$ cat src/rtl/pipe_stage_reg_if.sv
// Handshake bundle for one pipeline stage boundary: the upstream offer/accept
// pair and the downstream present/accept pair, with their control and payload.
`timescale 1ns/1ps

interface pipe_stage_reg_if #(
    parameter int DATA_W = 96,
    parameter int CTRL_W = 8
);
    logic              up_valid_i;
    logic              up_ready_o;
    logic [CTRL_W-1:0] up_ctrl_i;
    logic [DATA_W-1:0] up_data_i;
    logic              dn_valid_o;
    logic              dn_ready_i;
    logic [CTRL_W-1:0] dn_ctrl_o;
    logic [DATA_W-1:0] dn_data_o;

    // The stage register itself.
    modport slave (
        input  up_valid_i, up_ctrl_i, up_data_i, dn_ready_i,
        output up_ready_o, dn_valid_o, dn_ctrl_o, dn_data_o
    );

    // Whatever drives the stage from outside (neighbouring stages or a bench).
    modport master (
        output up_valid_i, up_ctrl_i, up_data_i, dn_ready_i,
        input  up_ready_o, dn_valid_o, dn_ctrl_o, dn_data_o
    );
endinterface

$ cat src/rtl/pipe_stage_reg.sv
// Pipeline stage register with valid/ready handshake, optional skid entry,
// squash and freeze paths, and cycle / retired-beat counters.
`timescale 1ns/1ps

module pipe_stage_reg #(
    parameter int DATA_W = 96,
    parameter int CTRL_W = 8,
    parameter int SKID   = 1,
    parameter int CNT_W  = 64
) (
    input  logic               clk_i,
    input  logic               rst_i,
    input  logic               freeze_i,
    input  logic               flush_i,
    pipe_stage_reg_if.slave    bus,
    output logic [CNT_W-1:0]   cycle_o,
    output logic [CNT_W-1:0]   instret_o
);

    // Occupancy encoded as {main_v, skid_v}; 2'b01 never occurs.
    typedef enum logic [1:0] {
        ST_EMPTY = 2'b00,
        ST_ONE   = 2'b10,
        ST_FULL  = 2'b11
    } state_t;

    localparam logic [CNT_W-1:0] CNT_ONE = CNT_W'(1);

    state_t              r_state,     w_state_nxt;
    logic [CTRL_W-1:0]   r_main_ctrl, w_main_ctrl_nxt;
    logic [DATA_W-1:0]   r_main_data, w_main_data_nxt;
    logic [CTRL_W-1:0]   r_skid_ctrl, w_skid_ctrl_nxt;
    logic [DATA_W-1:0]   r_skid_data, w_skid_data_nxt;
    logic [CNT_W-1:0]    r_cycle,     w_cycle_nxt;
    logic [CNT_W-1:0]    r_instret,   w_instret_nxt;

    logic w_main_v;
    logic w_skid_v;
    logic w_up_ready;
    logic w_dn_valid;
    logic w_up_fire;
    logic w_dn_fire;

    // Handshake qualifiers; freeze closes both sides so nothing can fire.
    always_comb begin
        w_main_v = (r_state != ST_EMPTY);
        w_skid_v = (r_state == ST_FULL);
        if (SKID != 0) begin
            // Ready depends only on a register: no path from dn_ready_i.
            w_up_ready = !w_skid_v && !freeze_i;
        end else begin
            w_up_ready = (!w_main_v || bus.dn_ready_i) && !freeze_i;
        end
        w_dn_valid = w_main_v && !freeze_i;
        w_up_fire  = bus.up_valid_i && w_up_ready && !flush_i;
        w_dn_fire  = w_dn_valid && bus.dn_ready_i;
    end

    assign bus.up_ready_o = w_up_ready;
    assign bus.dn_valid_o = w_dn_valid;
    assign bus.dn_ctrl_o  = w_dn_valid ? r_main_ctrl : '0;
    assign bus.dn_data_o  = r_main_data;
    assign cycle_o        = r_cycle;
    assign instret_o      = r_instret;

    // Next-state / next-entry computation; every default holds current state.
    always_comb begin
        w_state_nxt     = r_state;
        w_main_ctrl_nxt = r_main_ctrl;
        w_main_data_nxt = r_main_data;
        w_skid_ctrl_nxt = r_skid_ctrl;
        w_skid_data_nxt = r_skid_data;
        w_cycle_nxt     = r_cycle;
        w_instret_nxt   = r_instret;

        if (!freeze_i) begin
            w_cycle_nxt = r_cycle + CNT_ONE;
            if (flush_i) begin
                // Squash: drop both entries and the offered beat, keep payloads.
                w_state_nxt     = ST_EMPTY;
                w_main_ctrl_nxt = '0;
                w_skid_ctrl_nxt = '0;
            end else begin
                if (w_up_fire) begin
                    w_instret_nxt = r_instret + CNT_ONE;
                end
                unique case (r_state)
                    ST_EMPTY: begin
                        if (w_up_fire) begin
                            w_state_nxt     = ST_ONE;
                            w_main_ctrl_nxt = bus.up_ctrl_i;
                            w_main_data_nxt = bus.up_data_i;
                        end
                    end
                    ST_ONE: begin
                        if (w_up_fire && (w_dn_fire || SKID == 0)) begin
                            // Main drains and refills in the same edge.
                            w_main_ctrl_nxt = bus.up_ctrl_i;
                            w_main_data_nxt = bus.up_data_i;
                        end else if (w_up_fire) begin
                            // Downstream stalled: park the new beat behind main.
                            w_state_nxt     = ST_FULL;
                            w_skid_ctrl_nxt = bus.up_ctrl_i;
                            w_skid_data_nxt = bus.up_data_i;
                        end else if (w_dn_fire) begin
                            w_state_nxt     = ST_EMPTY;
                            w_main_ctrl_nxt = '0;
                        end
                    end
                    ST_FULL: begin
                        if (w_dn_fire) begin
                            // Older main has left; the skid beat becomes main.
                            w_state_nxt     = ST_ONE;
                            w_main_ctrl_nxt = r_skid_ctrl;
                            w_main_data_nxt = r_skid_data;
                            w_skid_ctrl_nxt = '0;
                        end
                    end
                    default: begin
                        w_state_nxt     = ST_EMPTY;
                        w_main_ctrl_nxt = '0;
                        w_skid_ctrl_nxt = '0;
                    end
                endcase
            end
        end
    end

    // State register; reset loads counters with all-ones so the first count is 0.
    always_ff @(posedge clk_i) begin
        if (rst_i) begin
            r_state     <= ST_EMPTY;
            r_main_ctrl <= '0;
            r_main_data <= '0;
            r_skid_ctrl <= '0;
            r_skid_data <= '0;
            r_cycle     <= '1;
            r_instret   <= '1;
        end else begin
            r_state     <= w_state_nxt;
            r_main_ctrl <= w_main_ctrl_nxt;
            r_main_data <= w_main_data_nxt;
            r_skid_ctrl <= w_skid_ctrl_nxt;
            r_skid_data <= w_skid_data_nxt;
            r_cycle     <= w_cycle_nxt;
            r_instret   <= w_instret_nxt;
        end
    end

endmodule

$ cat src/flat_wrapper.sv
// flat-port wrapper written by rule: the top's interface ports become plain ports
module pipe_stage_reg_flat 
#(
    parameter int DATA_W = 96,
    parameter int CTRL_W = 8,
    parameter int SKID   = 1,
    parameter int CNT_W  = 64
)
  (clk_i, rst_i, freeze_i, flush_i, cycle_o, instret_o, bus_up_valid_i, bus_up_ctrl_i, bus_up_data_i, bus_dn_ready_i, bus_up_ready_o, bus_dn_valid_o, bus_dn_ctrl_o, bus_dn_data_o);
  pipe_stage_reg_if #(.DATA_W(DATA_W), .CTRL_W(CTRL_W)) bus_i ();
  input  logic clk_i;
  input  logic rst_i;
  input  logic freeze_i;
  input  logic flush_i;
  output logic [CNT_W-1:0] cycle_o;
  output logic [CNT_W-1:0] instret_o;
  input wire logic [$bits(bus_i.up_valid_i)-1:0] bus_up_valid_i;
  input wire logic [$bits(bus_i.up_ctrl_i)-1:0] bus_up_ctrl_i;
  input wire logic [$bits(bus_i.up_data_i)-1:0] bus_up_data_i;
  input wire logic [$bits(bus_i.dn_ready_i)-1:0] bus_dn_ready_i;
  output wire logic [$bits(bus_i.up_ready_o)-1:0] bus_up_ready_o;
  output wire logic [$bits(bus_i.dn_valid_o)-1:0] bus_dn_valid_o;
  output wire logic [$bits(bus_i.dn_ctrl_o)-1:0] bus_dn_ctrl_o;
  output wire logic [$bits(bus_i.dn_data_o)-1:0] bus_dn_data_o;
  assign bus_i.up_valid_i = bus_up_valid_i;
  assign bus_i.up_ctrl_i = bus_up_ctrl_i;
  assign bus_i.up_data_i = bus_up_data_i;
  assign bus_i.dn_ready_i = bus_dn_ready_i;
  assign bus_up_ready_o = bus_i.up_ready_o;
  assign bus_dn_valid_o = bus_i.dn_valid_o;
  assign bus_dn_ctrl_o = bus_i.dn_ctrl_o;
  assign bus_dn_data_o = bus_i.dn_data_o;
  pipe_stage_reg #(.DATA_W(DATA_W), .CTRL_W(CTRL_W), .SKID(SKID), .CNT_W(CNT_W)) u_core (.clk_i(clk_i), .rst_i(rst_i), .freeze_i(freeze_i), .flush_i(flush_i), .bus(bus_i), .cycle_o(cycle_o), .instret_o(instret_o));
endmodule
$ cat config.mk
export PLATFORM = sky130hd
export DESIGN_NAME = pipe_stage_reg_flat
export DESIGN_NICKNAME = d
export VERILOG_FILES = /design/src/rtl/pipe_stage_reg_if.sv /design/src/rtl/pipe_stage_reg.sv /design/src/flat_wrapper.sv
export SDC_FILE = /design/constraint.sdc
export NUM_CORES = 1
export LEC_CHECK = 0
export ABC_AREA = 1
export ABC_CLOCK_PERIOD_IN_PS = 1900
export BUFFER_PORTS_ARGS = -buffer_cell sky130_fd_sc_hd__buf_4
export CORE_ASPECT_RATIO = 1.1
export CORE_MARGIN = 5
export CORE_UTILIZATION = 41
export CTS_CLUSTER_SIZE = 16
export DETAILED_ROUTE_END_ITERATION = 10
export PLACE_DENSITY = 0.65
export SLEW_MARGIN = 40
export SYNTH_ARGS = -nofsm -noshare
export SYNTH_HDL_FRONTEND = slang
export SYNTH_SLANG_ARGS = --single-unit
$ cat constraint.sdc
create_clock -name clk_i -period 1.9 [get_ports clk_i]
set_clock_uncertainty 0.2 [all_clocks]
set_input_delay 0.095 -clock clk_i [delete_from_list [all_inputs] [get_ports clk_i]]
set_output_delay 0.095 -clock clk_i [all_outputs]
set_load 0.01 [all_outputs]
# Word-level counts from Yosys, hierarchy flattened
# Cells that the tools add are included.
# word_totals
register_bits	338
in_bits	110
wordCells	65
output_inout_bits	234
# classes
add_sub_neg	2
n_eq_ne	13
bitwise_logic	3
n_mux	22
n_reduce_logical	18
# ops
cell	count
$mux W96	3
$pmux W96 S3	1
$add A64 B1 Y64 const B	2
$mux W8	9
$pmux W8 S3	2
$reduce_and A5 Y1	4
$mux W2	6
$ne A4 B2 Y1 const B	2
$logic_and A1 B1 Y1	6
$ne A3 B2 Y1 const B	2
$ne A3 B3 Y1 const B	2
$pmux W2 S3	1
$reduce_and A6 Y1	1
$eq A2 B2 Y1 const B	2
$ne A2 B1 Y1 const B	2
$ne A2 B2 Y1 const B	2
$ne A4 B4 Y1 const B	1
$logic_not A1 Y1	3
$not A1 Y1	3
$reduce_and A3 Y1	1
$reduce_bool A3 Y1	1
$logic_not A2 Y1	1
$reduce_bool A2 Y1	1

# Logic depth before layout (Yosys ltp)
# Gate-level depths: netlist of run 1.
# logic_depth
word_depth	9
ltp_mapped	13
mapped_depth_nobuf	11

# Least setup slack after synthesis of run 1
# No wires, ideal clock.
# synth_path
kind	register -> register
startpoint	reg u_core.r_state[0]
endpoint	reg u_core.r_skid_data[56]
setup_ps	116
path_slack_ps	-119
required_time_ps	1584
n_path_buf	3
synth_period_minus_slack_ps	2019
path_stages_with_launch	11
t_arrival_ps	1703
path_cell_list	dfxtp_1 ha_1 buf_6 nor2_1 nand2_1 nor2_1 nand2_2 buf_2 clkbuf_1 o21ai_0 nor2_1
# synth_between
elab_chain_cells	8
# synth_rtl
element	line	source
start, declared	pipe_stage_reg.sv:29	state_t r_state, w_state_nxt;
start signal, assigned	pipe_stage_reg.sv:140	r_state <= w_state_nxt;
$eq A2 B2 Y1 *	pipe_stage_reg.sv:47	w_skid_v = (r_state == ST_FULL);
$logic_not A1 Y1 *	pipe_stage_reg.sv:50	w_up_ready = !w_skid_v && !freeze_i;
$logic_and A1 B1 Y1 *	pipe_stage_reg.sv:50	
via bus_up_ready_o	flat_wrapper.sv:21	output wire logic [$bits(bus_i.up_ready_o)-1:0] bus_up_ready_o;
$logic_and A1 B1 Y1 * (2 in series)	pipe_stage_reg.sv:55	w_up_fire = bus.up_valid_i && w_up_ready && !flush_i;
$logic_and A1 B1 Y1	pipe_stage_reg.sv:96	if (w_up_fire && (w_dn_fire || SKID == 0)) begin
$not A1 Y1 (no source line)	-	
$reduce_and A5 Y1 (no source line) *	-	
end signal, assigned	pipe_stage_reg.sv:144	r_skid_data <= w_skid_data_nxt;
end, declared	pipe_stage_reg.sv:33	logic [DATA_W-1:0] r_skid_data, w_skid_data_nxt;
# Mark *: on every way through the listed nets, which the timed path passes. The rest lies on a longest branch.
# A chain may end at the register's enable or synchronous reset.

# Final worst setup path of run 1
# layout_path
startpoint	reg u_core.r_state[0]
endpoint	reg u_core.r_skid_data[23]
# layout_between
elab_chain_cells	8
# layout_rtl
element	line
$eq A2 B2 Y1	pipe_stage_reg.sv:47
$logic_not A1 Y1	pipe_stage_reg.sv:50
$logic_and A1 B1 Y1	pipe_stage_reg.sv:50
$logic_and A1 B1 Y1 (2 in series)	pipe_stage_reg.sv:55
$logic_and A1 B1 Y1	pipe_stage_reg.sv:96
$not A1 Y1 (no source line)	-
$reduce_and A5 Y1 (no source line) *	-
# Mark *: on every way between the ends. The rest lies on a longest branch, timed or not.

==> flow_summary_export.csv, run 1 <==
group,metric,value,unit
power_and_ir_drop,p_sw,7.97,mW
logic_synthesis,yosysTopAreaCell,"dfxtp_1",
die,die_w,200,microns
min_path,min_from,"freeze_i",
timing,fin_setup_tns,-37.61,ns
setup_path,slowest_stage,"dfxtp_2",
logic_synthesis,postSynthCellCount,2506,
placement,dp_hpwl,39.0,mm
power_and_ir_drop,seqPwrFrac,34.8,%
logic_synthesis,synthFlopType,"dfxtp_1",
placement,dpl_worst_slack,-0.174,ns
global_routing,grt_max_degree,64,
cts,cts_tree,"yes",
min_path,hp-class,"in -> reg",
power_and_ir_drop,internal_power,14.9,mW
finish,fillers,3313,
setup_path,required,2.11,ns
logic_synthesis,synthMuxAreaShare,0,%
logic_synthesis,syn-num-nets,2622,
drt,highest_layer,"met5",
global_routing,grt_pass1_vias,17500,
cts,clock_latency,0.53,ns
setup_path,cpPeakStageDelay,0.34,ns
die,num_rows,76,
logic_synthesis,syn_avg_cell_area,6.49,sq um
die,die-area,43700,sq um
finish,layout-drive-gt1-share,32.2,%
setup_path,timing.rr.start,"u_core.r_state[0]",
placement,gp_congestion,0.926,
timing,slew_headroom,42.2,%
drt,via_count,19200,
logic_synthesis,synth.cell_area,16300,sq um
finish,fin_cells,3700,
logic_synthesis,yosys.area_share.simple,43.2,%
setup_path,path_class,"reg -> reg",
setup_path,cp_num_buf_inv,4,
drt,met3_length,4.76,mm
drt,wl,62.3,mm
timing,slew_viol_final,0,
timing,worst_pin_slew,0.866,ns
die,coreArea,39200,sq um
logic_synthesis,async_flop_share,0,%
global_routing,grt_pass1_wl,89.1,mm
power_and_ir_drop,pwr-share-comb,33.0,%
finish,nets,3279,
logic_synthesis,yosysUniqueCellTypes,34,
timing,worst_slack,-0.239,ns
placement,dp.cells,3446,
finish,final_util,65.8,%
finish,syn_to_final_growth,58.5,%
cts,h-tree-depth,2,
logic_synthesis,yosys.area.top_type_share,41.6,%
die,io_pins,344,
setup_path,critPathArrivalTime,2.35,ns
drt,drtIter0Drc,1263,
timing,period_share,113,%
setup_path,start_kind,"flip-flop",
die,initial_core_util,41.5,%
logic_synthesis,synth-seq-area-share,41.6,%
logic_synthesis,synth_top_family_by_area,"simple AND/OR/NAND/NOR gates",
timing,finalCriticalPeriod,2.14,ns
timing,rsz0062_at_grt,"yes",
cts,worst_setup_hold_path_clk_slew,0.06,ns
cts,cts_buffer_depth,3,
logic_synthesis,synth_area_leaders,"dfxtp_1, nand2_1, nor2_1",
power_and_ir_drop,power.share.clock,32.2,%
drt,met1_length,25.4,mm
run_status,status,"finished with violations",
finish,multi_input_area,9710,sq um
drt,drt_pass1_iterations,5,
cts,cts_buffers,39,
drt,vias_per_cell,5.18,
setup_path,endpoint_kind,"flip-flop",
logic_synthesis,yosys.area_share.xor_xnor,0.269,%
placement,numPortBuffers,343,
logic_synthesis,synth_fa_ha_area_share,0.462,%
logic_synthesis,synth_compound_area_share,6.88,%
cts,numClockSinks,338,
drt,ant_nets,0,
timing,fmax,468,MHz
setup_path,crit_start,"u_core.r_state[0]",
cts,cts_root_buf,"clkbuf_16",
setup_path,worstPathMaxFanout,11,
power_and_ir_drop,p_leak,12.6,nW
logic_synthesis,synth_warnings,0,
logic_synthesis,ys_ff_latch,338,
global_routing,grtUsageTotal,24.8,%
drt,drt-wirelength-per-cell,16.8,microns
timing,fin_worst_hold_slack,0.0510,ns
drt,wl_met2,30.1,mm
setup_path,cp_cell_sequence,"buf_6 > ha_4 > buf_6 > nor2_4 > nand2_2 > nor2_4 > nand2_8 > buf_12 > buf_16 > o21ai_2 > nor2_1",
timing,setup_viol,271,
flow_run,maxCapViolations,0,
global_routing,grt_antenna_before_repair,3,
power_and_ir_drop,p_per_area,889,nW/um^2
run_status,violations,"setup timing",
setup_path,critical_path.top_delay_family,"buffers and inverters",
power_and_ir_drop,swShare,34.8,%
power_and_ir_drop,ir_worst_vdd,0.852,mV
drt,drc,0,
global_routing,globalRoute.totalOverflow,0,
timing,hold_violations,0,
die,die_h,219,microns
logic_synthesis,synth-edff-count,0,
finish,regArea,6800,sq um
==> cell families (layout without fill, tap and decap cells) <==
| logic type | Yosys count | in the layout |
|---|---|---|
| buffers and inverters | 266 | 948 |
| XOR/XNOR | 5 | 5 |
| AO/OA/AOI/OAI | 221 | 221 |
| flip-flops | 338 | 338 |
| AND/OR/NAND/NOR | 1670 | 1671 |
| adder cells (fa/ha/maj) | 6 | 6 |
| other | 0 | 4 |
==> power groups by stage <==
| stage | clock network, mW | registers, mW | logic [mW] |
|---|---|---|---|
| 2_1_floorplan | 0 | 8.16 | 3.52 |
| 3_3_place_gp | 0 | 8.08 | 6.14 |
| 3_5_place_dp | 0 | 8.09 | 6.21 |
| 4_1_cts | 7.51 | 7.94 | 6.63 |
| 5_1_grt | 7.82 | 8.02 | 8.33 |
| 6_report | 7.38 | 7.97 | 7.55 |
==> metrics by stage <==
step / instance area [sq um] / total power [mW]
after floorplan: 16400 / 11.7
after global placement: 20600 / 14.2
after detailed placement: 20600 / 14.3
after CTS: 23700 / 22.1
after global routing: 25800 / 24.2
final: 25800 / 22.9
==> synthesized netlist by cell type, types with 6 or more instances <==
library cell and count:
nand3_2 13, o21ai_0 161, ha_1 6, or2_2 9, nor2_1 605, nor2_2 12
buf_6 23, nor3_1 16, nand2_1 670, nand4_1 37, dfxtp_1 338, inv_1 154
buf_2 8, or2_0 7, a21oi_1 53, nand3_1 268, buf_4 6, clkbuf_1 65
nand3b_1 21
==> registers in the layout (all words and copies together) (netlist names) <==
register,flops
u_core.bus.dn_data_o,96
u_core.r_skid_data,96
u_core.cycle_o,64
u_core.instret_o,64
u_core.r_main_ctrl,8
u_core.r_skid_ctrl,8
u_core.r_state,2
==> per-layer routing <==
layer	global-route usage, %	up-vias
met5	0	-
met4	7.47	6
met3	4.64	157
met2	42.2	718
met1	31.9	8956
li1	-	9337
==> what timing repair did <==
item | in CTS | in global routing
hold endpoints to repair | 304 | 0
gates resized for setup | 116 | 412
buffers inserted | 12 | 28
setup endpoints to repair | 264 | 322
pin swaps | 30 | 103
gates cloned | 10 | 24
hold buffers | 112 | 0
==> layout by cell type, fill, tap and decap left out, types with 7 or more instances in the layout <==
cell type / n
nor2_1: 506
nand3b_1: 21
buf_16: 15
a21oi_2: 20
buf_4: 504
dlygate4sd3_1: 111
nor2_2: 56
buf_6: 50
o21ai_0: 65
nand3_2: 86
clkinv_2: 9
o21ai_1: 75
inv_2: 11
a21oi_1: 32
nand4_1: 37
clkbuf_8: 11
buf_8: 7
dfxtp_1: 315
nor3_1: 15
buf_12: 17
o21ai_2: 23
nor2_4: 59
dfxtp_2: 23
nand2_2: 22
clkbuf_16: 55
nand3_4: 8
inv_1: 144
or2_0: 7
nand2_4: 23
nand3_1: 187
nand2_1: 629
==> final cells by class <==
class                      instances  area share [%]
multi-input combinational       1903            37.7
sequential                       338            26.4
timing repair buffer             721            26.1
clock buffer                      56            4.46
inverter                         160            2.49
tap                              507            2.46
clock inverter                    11           0.340
antenna                            4          0.0389
==> worst register-to-register path, cell delays in order (launching register included) <==
cell and delay (ns):
dfxtp_2 0.34, buf_6 0.12, ha_4 0.17, buf_6 0.13, nor2_4 0.09, nand2_2 0.09
nor2_4 0.15, nand2_8 0.16, buf_12 0.19, buf_16 0.16, o21ai_2 0.16, nor2_1 0.07
==> path summary, 6_finish.rpt <==
check                      endpoint  slack (ns)  depth (start not counted)
max          u_core.r_skid_data[23]       -0.24                         11
min               u_core.cycle_o[3]        0.05                          7
max reg2reg  u_core.r_skid_data[23]       -0.24                         11
min reg2reg   u_core.r_skid_ctrl[3]        0.26                          2
Power figures use the tool's default switching activity.
==> inputs of run 2 (changes only) <==
--- a/config.mk
+++ b/config.mk
@@ -9,10 +9,10 @@
 export ABC_CLOCK_PERIOD_IN_PS = 1900
 export BUFFER_PORTS_ARGS = -buffer_cell sky130_fd_sc_hd__buf_4
 export CORE_ASPECT_RATIO = 1.1
-export CORE_MARGIN = 5
 export CORE_UTILIZATION = 41
-export CTS_CLUSTER_SIZE = 16
+export CTS_CLUSTER_SIZE = 14
 export DETAILED_ROUTE_END_ITERATION = 10
+export GPL_TIMING_DRIVEN = 1
 export PLACE_DENSITY = 0.65
 export SLEW_MARGIN = 40
 export SYNTH_ARGS = -nofsm -noshare
==> run 2 against run 1 <==
Net effect:
- the flow still finishes with violations (setup timing)
- via count grew 1.7%
- total power grew 4.9%
- critical path type unchanged
- global-route usage grew 4.1 points
- count of clock-buffer cells in the layout shrank 4
- final cell count grew 0.54%
- largest power group is now clock
- fmax shrank 4.8%
- final area grew 2.4%
- critical path depth grew 2
- flip-flop and latch count is the same
- die area shrank 7.5%
- utilization grew 1.7 points
==> flow_summary_export.csv, run 2 (synthesized netlist as in run 1, its figures left out) <==
group,metric,value,unit
drt,drtIter0Drc,1425,
finish,layout_commonest_cell,"nand2_1",
placement,gp_congestion,0.937,
cts,numClockSinks,338,
run_status,status,"finished with violations",
setup_path,critical_path.top_delay_family,"buffers and inverters",
power_and_ir_drop,seqPwrFrac,33.2,%
finish,multi_input_area,9820,sq um
flow_run,maxCapViolations,0,
die,num_rows,76,
placement,dp.cells,3443,
drt,drt_pass1_iterations,6,
finish,layout-drive-gt1-share,34.2,%
power_and_ir_drop,ir_worst_vdd,0.664,mV
setup_path,path_class,"reg -> reg",
drt,drt-wirelength-per-cell,17.5,microns
global_routing,globalRoute.totalOverflow,0,
finish,mostFrequentLayoutCells,"nand2_1, buf_4, nor2_1",
global_routing,grt_max_degree,105,
power_and_ir_drop,p_leak,12.9,nW
timing,rsz0062_at_grt,"yes",
timing,fmax,445,MHz
setup_path,worstPathMaxFanout,6,
finish,final_util,67.5,%
setup_path,cp_num_buf_inv,7,
timing,finalCriticalPeriod,2.25,ns
power_and_ir_drop,internal_power,15.8,mW
cts,worst_setup_hold_path_clk_slew,0.06,ns
die,initial_core_util,41.6,%
setup_path,start_kind,"flip-flop",
setup_path,slowest_stage,"dfxtp_4",
global_routing,grt_antenna_before_repair,2,
drt,drc,0,
finish,fillers,3068,
power_and_ir_drop,pwr-share-comb,31.8,%
die,die-area,40500,sq um
finish,syn_to_final_growth,62.3,%
cts,clock_latency,0.54,ns
power_and_ir_drop,p_per_area,910,nW/um^2
drt,ant_nets,0,
timing,hold_violations,0,
setup_path,required,2.13,ns
power_and_ir_drop,total_power,24.0,mW
global_routing,grt_pass1_vias,18300,
timing,slew_viol_final,0,
placement,numPortBuffers,343,
cts,cts_root_buf,"clkbuf_16",
timing,worst_pin_slew,0.793,ns
drt,vias_per_cell,5.24,
cts,cts_buffer_depth,3,
power_and_ir_drop,p_sw,8.17,mW
timing,slew_headroom,47.1,%
timing,fin_setup_tns,-38.94,ns
setup_path,cpPeakStageDelay,0.36,ns
timing,worst_slack,-0.347,ns
finish,nets,3296,
setup_path,critPathArrivalTime,2.47,ns
setup_path,endpoint_kind,"flip-flop",
min_path,hp-class,"in -> reg",
placement,dpl_worst_slack,-0.213,ns
setup_path,cp_cell_sequence,"inv_4 > buf_4 > buf_6 > ha_4 > inv_4 > nor2_4 > inv_2 > nor2_4 > nand2_8 > buf_12 > buf_16 > o21ai_2 > nor2_1",
timing,setup_viol,238,
cts,cts_tree,"yes",
die,die_h,211,microns
drt,via_count,19500,
die,die_w,192,microns
global_routing,grtUsageTotal,28.9,%
global_routing,grt_pass1_wl,93.4,mm
power_and_ir_drop,swShare,34.0,%
finish,fin_cells,3720,
run_status,violations,"setup timing",
cts,cts_buffers,40,
timing,period_share,118,%
cts,h-tree-depth,2,
die,io_pins,344,
finish,regArea,6810,sq um
power_and_ir_drop,power.share.clock,35.0,%
drt,wl,65.0,mm
die,coreArea,39100,sq um
placement,dp_hpwl,37.4,mm
[run 2: cell types whose count changed in the layout (fill, tap and decap cells not counted), moves of 12 or more]
cell	before	now
o21ai_1	75	29
nor2_4	59	46
o21ai_2	23	83
buf_12	17	35
nand2_4	23	11
nand3_2	86	68
nand3_1	187	202
o21ai_0	65	47
buf_6	50	36
[run 2: timing repair]
item | in CTS | in global routing
pin swaps | 61 | 99
gates resized for setup | 209 | 392
hold endpoints to repair | 259 | 0
gates cloned | 31 | 15
setup endpoints to repair | 248 | 317
hold buffers | 109 | 0
buffers inserted | 37 | 30
[run 2: final cells by class]
type	count	area share, %
multi-input cells	1903	37.2
repair buffers	736	26.6
flip-flops and latches	338	25.8
clock buffers	52	4.27
inverters	160	2.45
well taps	507	2.40
clock inverters	22	1.15
repair inverters	1	0.0617
diodes	1	0.00949
[run 2: per-stage QoR]
step | hold slack [ns] | area, sq um
2_1_floorplan | 0.0420 | 16400
3_3_place_gp | 0.141 | 20600
3_5_place_dp | 0.149 | 20600
4_1_cts | 0.000883 | 25000
5_1_grt | 0.0611 | 26400
6_report | 0.0527 | 26400
[run 2: worst min-delay path: cells and delay by family]
family	cells	cell delay (ns)
and+or+nand+nor	4	0.28
buffers and inverters	2	0.29
AOI/OAI and AO/OA	1	0.06
[run 2: power groups by stage]
stage               Combinational (mW)  Clock [mW]  Sequential, mW
detailed placement                6.23           0            8.08
global route                      8.39        8.79            8.01
finish                            7.65        8.40            7.97
CTS                               6.91        8.47            7.93
floorplan                         3.52           0            8.16
global placement                  6.15           0            8.07
[run 2: routing by layer]
metal	global-route usage, %	wire (microns)	vias up
met1	35.1	25200	9051
met4	11.7	3080	2
met5	0	17	-
li1	-	-	9355
met2	49.9	31400	872
met3	5.40	5250	215
[run 2: path summary, 6_finish.rpt]
path / startpoint / to / slack, ns / cells past startpoint
worst max register to register: u_core.r_state[0] / u_core.r_skid_data[44] / -0.35 / 13
worst min register to register: u_core.r_main_ctrl[5] / u_core.r_main_ctrl[5] / 0.27 / 2
worst min-delay path: freeze_i / u_core.cycle_o[32] / 0.05 / 7
worst max-delay path: u_core.r_state[0] / u_core.r_skid_data[44] / -0.35 / 13
==> inputs of run 3 (changes only) <==
--- a/config.mk
+++ b/config.mk
@@ -8,12 +8,12 @@
 export ABC_AREA = 1
 export ABC_CLOCK_PERIOD_IN_PS = 1900
 export BUFFER_PORTS_ARGS = -buffer_cell sky130_fd_sc_hd__buf_4
-export CORE_ASPECT_RATIO = 1.1
 export CORE_UTILIZATION = 41
 export CTS_CLUSTER_SIZE = 14
 export DETAILED_ROUTE_END_ITERATION = 10
 export GPL_TIMING_DRIVEN = 1
 export PLACE_DENSITY = 0.65
+export SKIP_LAST_GASP = 1
 export SLEW_MARGIN = 40
 export SYNTH_ARGS = -nofsm -noshare
 export SYNTH_HDL_FRONTEND = slang
==> run 3 against run 2 <==
Net effect:
- the flow finishes with violations (hold timing, setup timing)
- sequential power is essentially flat
- via count grew 0.27%
- global-route usage shrank 1.3 points
- die area is essentially flat
- flip-flop and latch count is the same
- total power shrank 3.1%
- critical path depth shrank 1
- non-clock buffer count shrank 8
- sequential share of layout area grew 0.29 points
- final area shrank 1.2%
- clock power shrank 9.2%
- hold slack lost 0.086 ns
- critical path type unchanged
- largest power group is now registers
- highest routed layer is now met4
==> flow_summary_export.csv, run 3 (synthesized netlist as in run 1, its figures left out) <==
group,metric,value,unit
run_status,status,"finished with violations",
run_status,violations,"hold timing, setup timing",
power_and_ir_drop,pwr-share-comb,32.9,%
finish,fillers,3192,
drt,drt_pass1_iterations,5,
cts,cts_root_buf,"clkbuf_16",
drt,drtIter0Drc,1372,
timing,setup_viol,272,
setup_path,start_kind,"flip-flop",
finish,syn_to_final_growth,60.3,%
drt,vias_per_cell,5.26,
die,die_w,201,microns
cts,numClockSinks,338,
setup_path,path_class,"reg -> reg",
setup_path,required,2.18,ns
placement,dp_hpwl,37.8,mm
min_path,min_from,"freeze_i",
die,num_rows,72,
drt,drt-wirelength-per-cell,17.3,microns
global_routing,grtUsageTotal,27.6,%
global_routing,grt_busiest_layer,"met2",
global_routing,globalRoute.totalOverflow,0,
finish,final_util,67.0,%
min_path,hp-class,"in -> reg",
finish,final_area,26100,sq um
power_and_ir_drop,seqPwrFrac,34.3,%
drt,wl,64.3,mm
cts,cts_tree,"yes",
drt,via_count,19500,
die,die-area,40500,sq um
finish,mostFrequentLayoutCells,"nand2_1, nor2_1, buf_4",
finish,regArea,6800,sq um
cts,cts_buffer_depth,3,
cts,cts_buffers,39,
min_path,holdPathEnd,"u_core.cycle_o[24]",
power_and_ir_drop,ir_worst_vdd,0.668,mV
timing,fmax,453,MHz
timing,hold_violations,2,
setup_path,worstPathMaxFanout,8,
placement,gp_congestion,0.924,
cts,worst_setup_hold_path_clk_slew,0.06,ns
global_routing,grt_use_met1,34.6,%
setup_path,cpPeakStageDelay,0.33,ns
timing,rsz0062_at_grt,"yes",
die,initial_core_util,41.8,%
min_path,hold_depth,7,
timing,fin_setup_tns,-44.51,ns
die,die_h,201,microns
drt,drc,0,
drt,ant_nets,0,
global_routing,grt_max_degree,93,
placement,numPortBuffers,343,
cts,clock_latency,0.57,ns
power_and_ir_drop,p_leak,12.7,nW
timing,worst_slack,-0.309,ns
die,io_pins,344,
global_routing,grtUsageMet2,46.3,%
finish,layout_commonest_cell,"nand2_1",
finish,layout-drive-gt1-share,31.9,%
global_routing,grt_pass1_wl,91.3,mm
timing,fin_worst_hold_slack,-0.0331,ns
setup_path,timing.rr.start,"u_core.r_state[0]",
setup_path,critPathArrivalTime,2.48,ns
timing,slew_headroom,43.3,%
power_and_ir_drop,power.share.clock,32.8,%
setup_path,cp_cell_sequence,"buf_6 > ha_4 > buf_4 > nor2_4 > nand2_4 > nor2_4 > nand2_8 > inv_12 > buf_8 > clkbuf_16 > nor2_1 > nor2_1",
setup_path,slowest_stage,"dfxtp_2",
setup_path,endpoint_kind,"flip-flop",
finish,nets,3286,
setup_path,regToRegSetupSlack,-0.31,ns
placement,postPlaceCellArea,20700,sq um
setup_path,reg2regPathDepth,12,
timing,slew_viol_final,0,
global_routing,grt_antenna_before_repair,3,
power_and_ir_drop,p_sw,8.08,mW
global_routing,grt_pass1_vias,17900,
die,coreArea,38900,sq um
timing,worst_pin_slew,0.850,ns
global_routing,grtUsageMet3,5.72,%
timing,period_share,116,%
power_and_ir_drop,swShare,34.8,%
cts,h-tree-depth,2,
finish,multi_input_area,9680,sq um
flow_run,maxCapViolations,0,
setup_path,timing.rr.end,"u_core.r_skid_data[2]",
power_and_ir_drop,internal_power,15.2,mW
timing,finalCriticalPeriod,2.21,ns
power_and_ir_drop,p_per_area,892,nW/um^2
-- run 3: layout make-up --
class,count,area share (%)
diodes,4,0.0384
well taps,518,2.49
clock buffers,52,4.12
multi-input cells,1903,37.1
clock inverters,13,0.677
flip-flops and latches,338,26.1
inverters,160,2.40
repair buffers,728,27.1
-- run 3: worst max path at each step --
stage               depth (start not counted)                 start                       end
floorplan                                  13     u_core.r_state[1]  u_core.bus.dn_data_o[51]
global placement                            7  u_core.instret_o[10]      u_core.instret_o[62]
detailed placement                         12     u_core.r_state[1]  u_core.bus.dn_data_o[44]
CTS                                         7     u_core.r_state[0]          bus_dn_ctrl_o[0]
global route                               12     u_core.r_state[0]     u_core.r_skid_data[2]
finish                                     12     u_core.r_state[0]     u_core.r_skid_data[2]
-- run 3: worst max-delay path: cells and delay by family (launching register included) --
family	cells	cell delay, ns
adder cells (fa/ha/maj)	1	0.17
buffers and inverters	5	0.66
flip-flops	1	0.33
AND/OR/NAND/NOR	6	0.75
-- run 3: power groups by stage --
stage	Combinational, mW	Clock, mW	Sequential [mW]
2_1_floorplan	3.52	0	8.16
3_3_place_gp	6.20	0	8.07
3_5_place_dp	6.28	0	8.08
4_1_cts	6.75	7.71	7.93
5_1_grt	8.40	8.02	8.02
6_report	7.66	7.63	7.97
-- run 3: stage by stage --
stage,std cells,total power [mW],setup WS (ns)
after floorplan,2506,11.7,-0.0325
after global placement,3458,14.3,-0.103
after detailed placement,3458,14.4,-0.162
after CTS,3663,22.4,-0.223
after global routing,3714,24.4,-0.348
final,3716,23.3,-0.309
-- run 3: what timing repair did --
item / CTS / global route
endpoints found under the hold margin: 247 / 4
buffers inserted: 21 / 22
cloned: 11 / 31
pin swaps: 17 / 183
hold buffers: 108 / 5
resized for setup: 89 / 399
setup endpoints to repair: 261 / 319
-- run 3: routing by layer --
metal  up-vias  wire [microns]
met3       204            4760
li1       9335               -
met1      9183           25800
met4         0            2600
met5         -               0
met2       826           31100
